--- src/rtl/l1_dcache_ctrl.sv ---
// Direct-mapped write-through, no-write-allocate L1 data cache controller.
// Optional hit/miss counters are built when CACHE_STATS_EN is defined.
module l1_dcache_ctrl #(
  parameter int ADDR_W     = 32,
  parameter int DATA_W     = 32,
  parameter int INDEX_BITS = 4
) (
  input  logic              clk,
  input  logic              reset_n,
  input  logic              cache_req,
  input  logic              cache_rw,
  input  logic [ADDR_W-1:0] cache_addr,
  input  logic [DATA_W-1:0] cache_wdata,
  output logic              cache_ready,
  output logic [DATA_W-1:0] cache_data,
  output logic              mem_req,
  output logic              mem_we,
  output logic [ADDR_W-1:0] mem_addr,
  output logic [DATA_W-1:0] mem_wdata,
  input  logic              mem_ack,
  input  logic [DATA_W-1:0] mem_rdata,
  output logic [31:0]       stat_hits,
  output logic [31:0]       stat_misses
);

  localparam int LINES = 2 ** INDEX_BITS;
  localparam int TAG_W = ADDR_W - INDEX_BITS - 2;

  typedef enum logic [2:0] {
    IDLE, LOOKUP, MEM_RD, MEM_WR, RESP
  } state_t;

  state_t              state_q, state_d;
  logic                rw_q, rw_d;
  logic [ADDR_W-3:0]   addr_q, addr_d;
  logic [DATA_W-1:0]   wdata_q, wdata_d;
  logic                hit_q, hit_d;
  logic                mem_req_q, mem_req_d;
  logic [DATA_W-1:0]   rdata_q, rdata_d;
  logic [LINES-1:0]    valid_q, valid_d;

  logic [DATA_W-1:0]   data_arr [LINES];
  logic [TAG_W-1:0]    tag_arr  [LINES];
  logic                arr_we;
  logic [DATA_W-1:0]   arr_data;

  logic [INDEX_BITS-1:0] idx;
  logic [TAG_W-1:0]      tag;
  logic                  hit;
  logic                  unused_addr_lsb;

  // Byte offset never reaches the word-organised arrays.
  assign unused_addr_lsb = ^cache_addr[1:0];

  assign idx = addr_q[INDEX_BITS-1:0];
  assign tag = addr_q[ADDR_W-3:INDEX_BITS];
  assign hit = valid_q[idx] && (tag_arr[idx] == tag);

  assign cache_ready = (state_q == RESP);
  assign cache_data  = rdata_q;
  assign mem_req     = mem_req_q;
  assign mem_we      = mem_req_q & rw_q;
  assign mem_addr    = {addr_q, 2'b00};
  assign mem_wdata   = wdata_q;

  // Next-state, request latch, fill and memory-port control.
  always_comb begin
    state_d   = state_q;
    rw_d      = rw_q;
    addr_d    = addr_q;
    wdata_d   = wdata_q;
    hit_d     = hit_q;
    mem_req_d = mem_req_q;
    rdata_d   = rdata_q;
    valid_d   = valid_q;
    arr_we    = 1'b0;
    arr_data  = mem_rdata;
    unique case (state_q)
      IDLE: begin
        if (cache_req) begin
          rw_d    = cache_rw;
          addr_d  = cache_addr[ADDR_W-1:2];
          wdata_d = cache_wdata;
          state_d = LOOKUP;
        end
      end
      LOOKUP: begin
        hit_d = hit;
        if (rw_q) begin
          mem_req_d = 1'b1;
          state_d   = MEM_WR;
        end else if (hit) begin
          rdata_d = data_arr[idx];
          state_d = RESP;
        end else begin
          mem_req_d = 1'b1;
          state_d   = MEM_RD;
        end
      end
      MEM_RD: begin
        if (mem_ack) begin
          arr_we       = 1'b1;
          arr_data     = mem_rdata;
          valid_d[idx] = 1'b1;
          rdata_d      = mem_rdata;
          mem_req_d    = 1'b0;
          state_d      = RESP;
        end
      end
      MEM_WR: begin
        if (mem_ack) begin
          arr_we    = hit_q;
          arr_data  = wdata_q;
          mem_req_d = 1'b0;
          state_d   = RESP;
        end
      end
      RESP:    state_d = IDLE;
      default: state_d = IDLE;
    endcase
  end

  // Control state; valid bits and outputs clear on reset.
  always_ff @(posedge clk or negedge reset_n) begin
    if (!reset_n) begin
      state_q   <= IDLE;
      rw_q      <= 1'b0;
      addr_q    <= '0;
      wdata_q   <= '0;
      hit_q     <= 1'b0;
      mem_req_q <= 1'b0;
      rdata_q   <= '0;
      valid_q   <= '0;
    end else begin
      state_q   <= state_d;
      rw_q      <= rw_d;
      addr_q    <= addr_d;
      wdata_q   <= wdata_d;
      hit_q     <= hit_d;
      mem_req_q <= mem_req_d;
      rdata_q   <= rdata_d;
      valid_q   <= valid_d;
    end
  end

  // Tag/data storage, deliberately not reset.
  always_ff @(posedge clk) begin
    if (arr_we) begin
      data_arr[idx] <= arr_data;
      tag_arr[idx]  <= tag;
    end
  end

`ifdef CACHE_STATS_EN
  logic [31:0] hits_q, hits_d;
  logic [31:0] miss_q, miss_d;

  // Count every lookup outcome, reads and writes alike.
  always_comb begin
    hits_d = hits_q;
    miss_d = miss_q;
    if (state_q == LOOKUP) begin
      if (hit) hits_d = hits_q + 32'd1;
      else     miss_d = miss_q + 32'd1;
    end
  end

  // Counter registers.
  always_ff @(posedge clk or negedge reset_n) begin
    if (!reset_n) begin
      hits_q <= '0;
      miss_q <= '0;
    end else begin
      hits_q <= hits_d;
      miss_q <= miss_d;
    end
  end

  assign stat_hits   = hits_q;
  assign stat_misses = miss_q;
`else
  assign stat_hits   = '0;
  assign stat_misses = '0;
`endif

endmodule
--- config.mk ---
export PLATFORM = sky130hd
export DESIGN_NAME = l1_dcache_ctrl
export DESIGN_NICKNAME = d
export VERILOG_FILES = /design/src/rtl/l1_dcache_ctrl.sv
export SDC_FILE = /design/constraint.sdc
export NUM_CORES = 1
export LEC_CHECK = 0
export ABC_AREA = 1
export BUFFER_PORTS_ARGS = -buffer_cell sky130_fd_sc_hd__buf_2
export CORE_MARGIN = 2
export CORE_UTILIZATION = 55
export CTS_CLUSTER_SIZE = 30
export DETAILED_ROUTE_END_ITERATION = 8
export PLACE_DENSITY_LB_ADDON = 0.12
export SLEW_MARGIN = 5
export SYNTH_ARGS = -nofsm -noshare
export SYNTH_HDL_FRONTEND = slang
export SYNTH_SLANG_ARGS = --single-unit
--- constraint.sdc ---
create_clock -name clk -period 4.5 [get_ports clk]
set_input_delay 0.45 -clock clk [delete_from_list [all_inputs] [get_ports clk]]
set_output_delay 0.45 -clock clk [all_outputs]
set_load 0.01 [all_outputs]
==> flow_summary.json <==
{
  "outcome": "complete, no violations",
  "yosysTopAreaCellShare_pct": 66.8,
  "antenna-diode-count": 0,
  "ys_warn_count": 0,
  "coreArea_um2": 74700,
  "vias": 27100,
  "path_clk_slew_ps": 60,
  "ir_drop_uv": 461,
  "ys_ff_latch": 1044,
  "synth_fa_ha_area_share_pct": 0,
  "yosys.area_share.simple_pct": 13.8,
  "first_pass_iters": 5,
  "layout_common_cells": "nand2_1 (1230), edfxtp_1 (928), a22oi_1 (274)",
  "hold_viol": 0,
  "yosysSeqAreaShare_pct": 73.8,
  "die_area_um2": 78000,
  "cp-end-kind": "flop",
  "die_width_um": 279,
  "synth_area_leader_cell": "edfxtp_1",
  "holdPathStages": 2,
  "maxSlewViolCount": 0,
  "antenna_found_initial": 1,
  "grt_usage_pct": 27.6,
  "period_minus_slack_ps": 3590,
  "place_congestion": 0.822,
  "clk_path_buf_depth": 3,
  "power_mw": 30.2,
  "async_reset_ff_share_pct": 11.1,
  "root_buffer": "clkbuf_16",
  "place_hpwl_mm": 55.8,
  "syn-cell-area_um2": 41700,
  "overflow": 0,
  "layout-drive-gt1-share_pct": 14.1,
  "rrSetupSlack_ps": 910,
  "worstPathMaxFanout": 26,
  "hp-class": "in -> reg",
  "drt_iter0_drc": 2623,
  "synth-compound-area-share_pct": 7.61,
  "r2r-start": "addr_q[1]$_DFFE_PN0P_",
  "fin_nets": 3685,
  "htreeDepth": 3,
  "final_area_um2": 47700,
  "drt_wl_total_mm": 108,
  "avgViaCountPerCell": 5.83,
  "die_h_um": 279,
  "cts_tree": "built",
  "synth_cells": 3337,
  "rsz0062_at_grt": "false",
  "io_buffers": 195,
  "clock_latency_ps": 680,
  "grt_pass1_wl_mm": 161,
  "worst_r2r_endpoint": "cache_data[5]$_DFFE_PN0P_",
  "initial_core_util_pct": 55.8,
  "period_share_pct": 79.7,
  "clock.fmax_mhz": 279,
  "setup_viol": 0,
  "yosysUniqueCellTypes": 35,
  "final_antenna_net_count": 0,
  "cts_sinks": 1044,
  "synth_xor_area_share_pct": 0,
  "fp-row-count": 100,
  "startpoint_type": "flop",
  "area_delta_synth_final_pct": 14.4,
  "synth_edf_count": 928,
  "fillers": 5509,
  "grt_max_degree": 119,
  "synthTopCellsByArea": "edfxtp_1 (67%), nand2_1 (11%), dfrtp_1 (7.0%), a22oi_1 (4.9%), buf_4 (1.5%)",
  "hp-start": "cache_addr[13]",
  "hold_end": "addr_q[11]$_DFFE_PN0P_",
  "reg2regPathDepth": 16,
  "p_per_area_nw_per_um2": 634,
  "muxShareOfSynthArea_pct": 1.08,
  "crit_type": "reg -> reg",
  "multi_input_area_um2": 9800,
  "p_leak_nw": 18.2,
  "critPathArrivalTime_ps": 4200,
  "synth_top_family_by_area": "simple AND/OR/NAND/NOR gates",
  "grt_pass1_vias": 26900,
  "drv_cap": 0,
  "finClkSkew_ps": 25.1,
  "max_slew.worst_pin.slew_ps": 1250,
  "seq_area_um2": 30800,
  "post_drt_wl_per_cell_um": 23.1,
  "cp.required_ps": 5110,
  "relSlewSlack_pct": 15.7,
  "avgSynthCellArea_um2": 12.5,
  "ys.flop_type": "edfxtp_1",
  "place_area_um2": 43900,
  "io_pins": 264,
  "cts_buffers": 104,
  "drcViolationCount": 0,
  "final_common_cell": "nand2_1"
}
## registers in the layout (all words and copies together) (netlist names)
register	count
data_arr	512
tag_arr	416
cache_data	32
mem_wdata	32
addr_q	30
valid_q	16
state_q	3
hit_q	1
mem_req	1
rw_q	1
## per-layer routing
layer,global-route usage (%),part of all wire (%)
met1,37.8,41
met2,45.8,49
met3,4.51,7.6
met4,8.48,2.6
met5,0,0.019
## worst max-delay path by stage
stage	to	startpoint	slack, ps
6_report	cache_data[5]$_DFFE_PN0P_	addr_q[1]$_DFFE_PN0P_	910
5_1_grt	cache_data[9]$_DFFE_PN0P_	addr_q[1]$_DFFE_PN0P_	670
4_1_cts	cache_data[8]$_DFFE_PN0P_	addr_q[1]$_DFFE_PN0P_	920
2_1_floorplan	data_arr[5][0]$_DFFE_PP_	addr_q[2]$_DFFE_PN0P_	-140
3_3_place_gp	cache_data[9]$_DFFE_PN0P_	addr_q[1]$_DFFE_PN0P_	1010
3_5_place_dp	cache_data[8]$_DFFE_PN0P_	addr_q[1]$_DFFE_PN0P_	940
## cells in the mapped netlist, drive strengths merged (10+ instances only)
master	count
nand2	1231
edfxtp	928
a22oi	274
buf	168
nor2	134
dfrtp	116
nand3	102
clkbuf	78
a21oi	76
inv	60
o21ai	54
mux2	40
a41oi	20
a21boi	16
nor3	10
## through the flow
step	worst slack, ps	utilization [%]	TNS [ps]	hold slack, ps	instances
2_1_floorplan	-140	-	-26160	154	3402
3_3_place_gp	1010	58.8	0	439	4409
3_5_place_dp	939	58.8	0	443	4409
4_1_cts	917	63.9	0	0.593	4645
5_1_grt	675	63.9	0	15.1	4645
6_report	915	63.9	0	24.0	4645
## critical path, cell delays in order (launching register included)
cell	delay [ps]
dfrtp_2	440
buf_4	230
nor2_4	610
buf_4	420
a22oi_1	150
nand2_1	100
nand2_1	50
nand2_1	120
o21ai_0	90
nand2_1	100
nand3_1	100
nor2_2	160
nand3_1	130
nand2_2	340
buf_12	230
nand3_1	100
nand2_1	90
## cells by family (layout without fill, tap and decap cells)
| family | after synthesis | in the layout |
|---|---|---|
| DFF | 1044 | 1044 |
| other | 1 | 66 |
| muxes | 40 | 40 |
| AOI/OAI and AO/OA | 461 | 461 |
| buffers and inverters | 307 | 581 |
| and+or+nand+nor | 1484 | 1484 |
## area by class of cell
| type | count | area share [%] |
|---|---|---|
| clock inverters | 44 | 0.897 |
| clock buffers | 154 | 6.34 |
| repair buffers | 322 | 4.70 |
| well taps | 969 | 2.54 |
| inverters | 61 | 0.496 |
| multi-input cells | 2051 | 20.5 |
| flip-flops and latches | 1044 | 64.5 |
## repair_timing
action | CTS | global route
endpoints found under the hold margin | 118 | 0
resized for setup | 0 | 0
hold buffers | 38 | 0
setup buffers | 0 | 0
## where the power goes
group          internal [mW]  leakage (nW)  switching [mW]
Sequential              12.0          9.67           0.774
Combinational           2.73          6.86            6.15
Clock                   5.02          1.71            3.62
(Power assumes the default switching activity.)
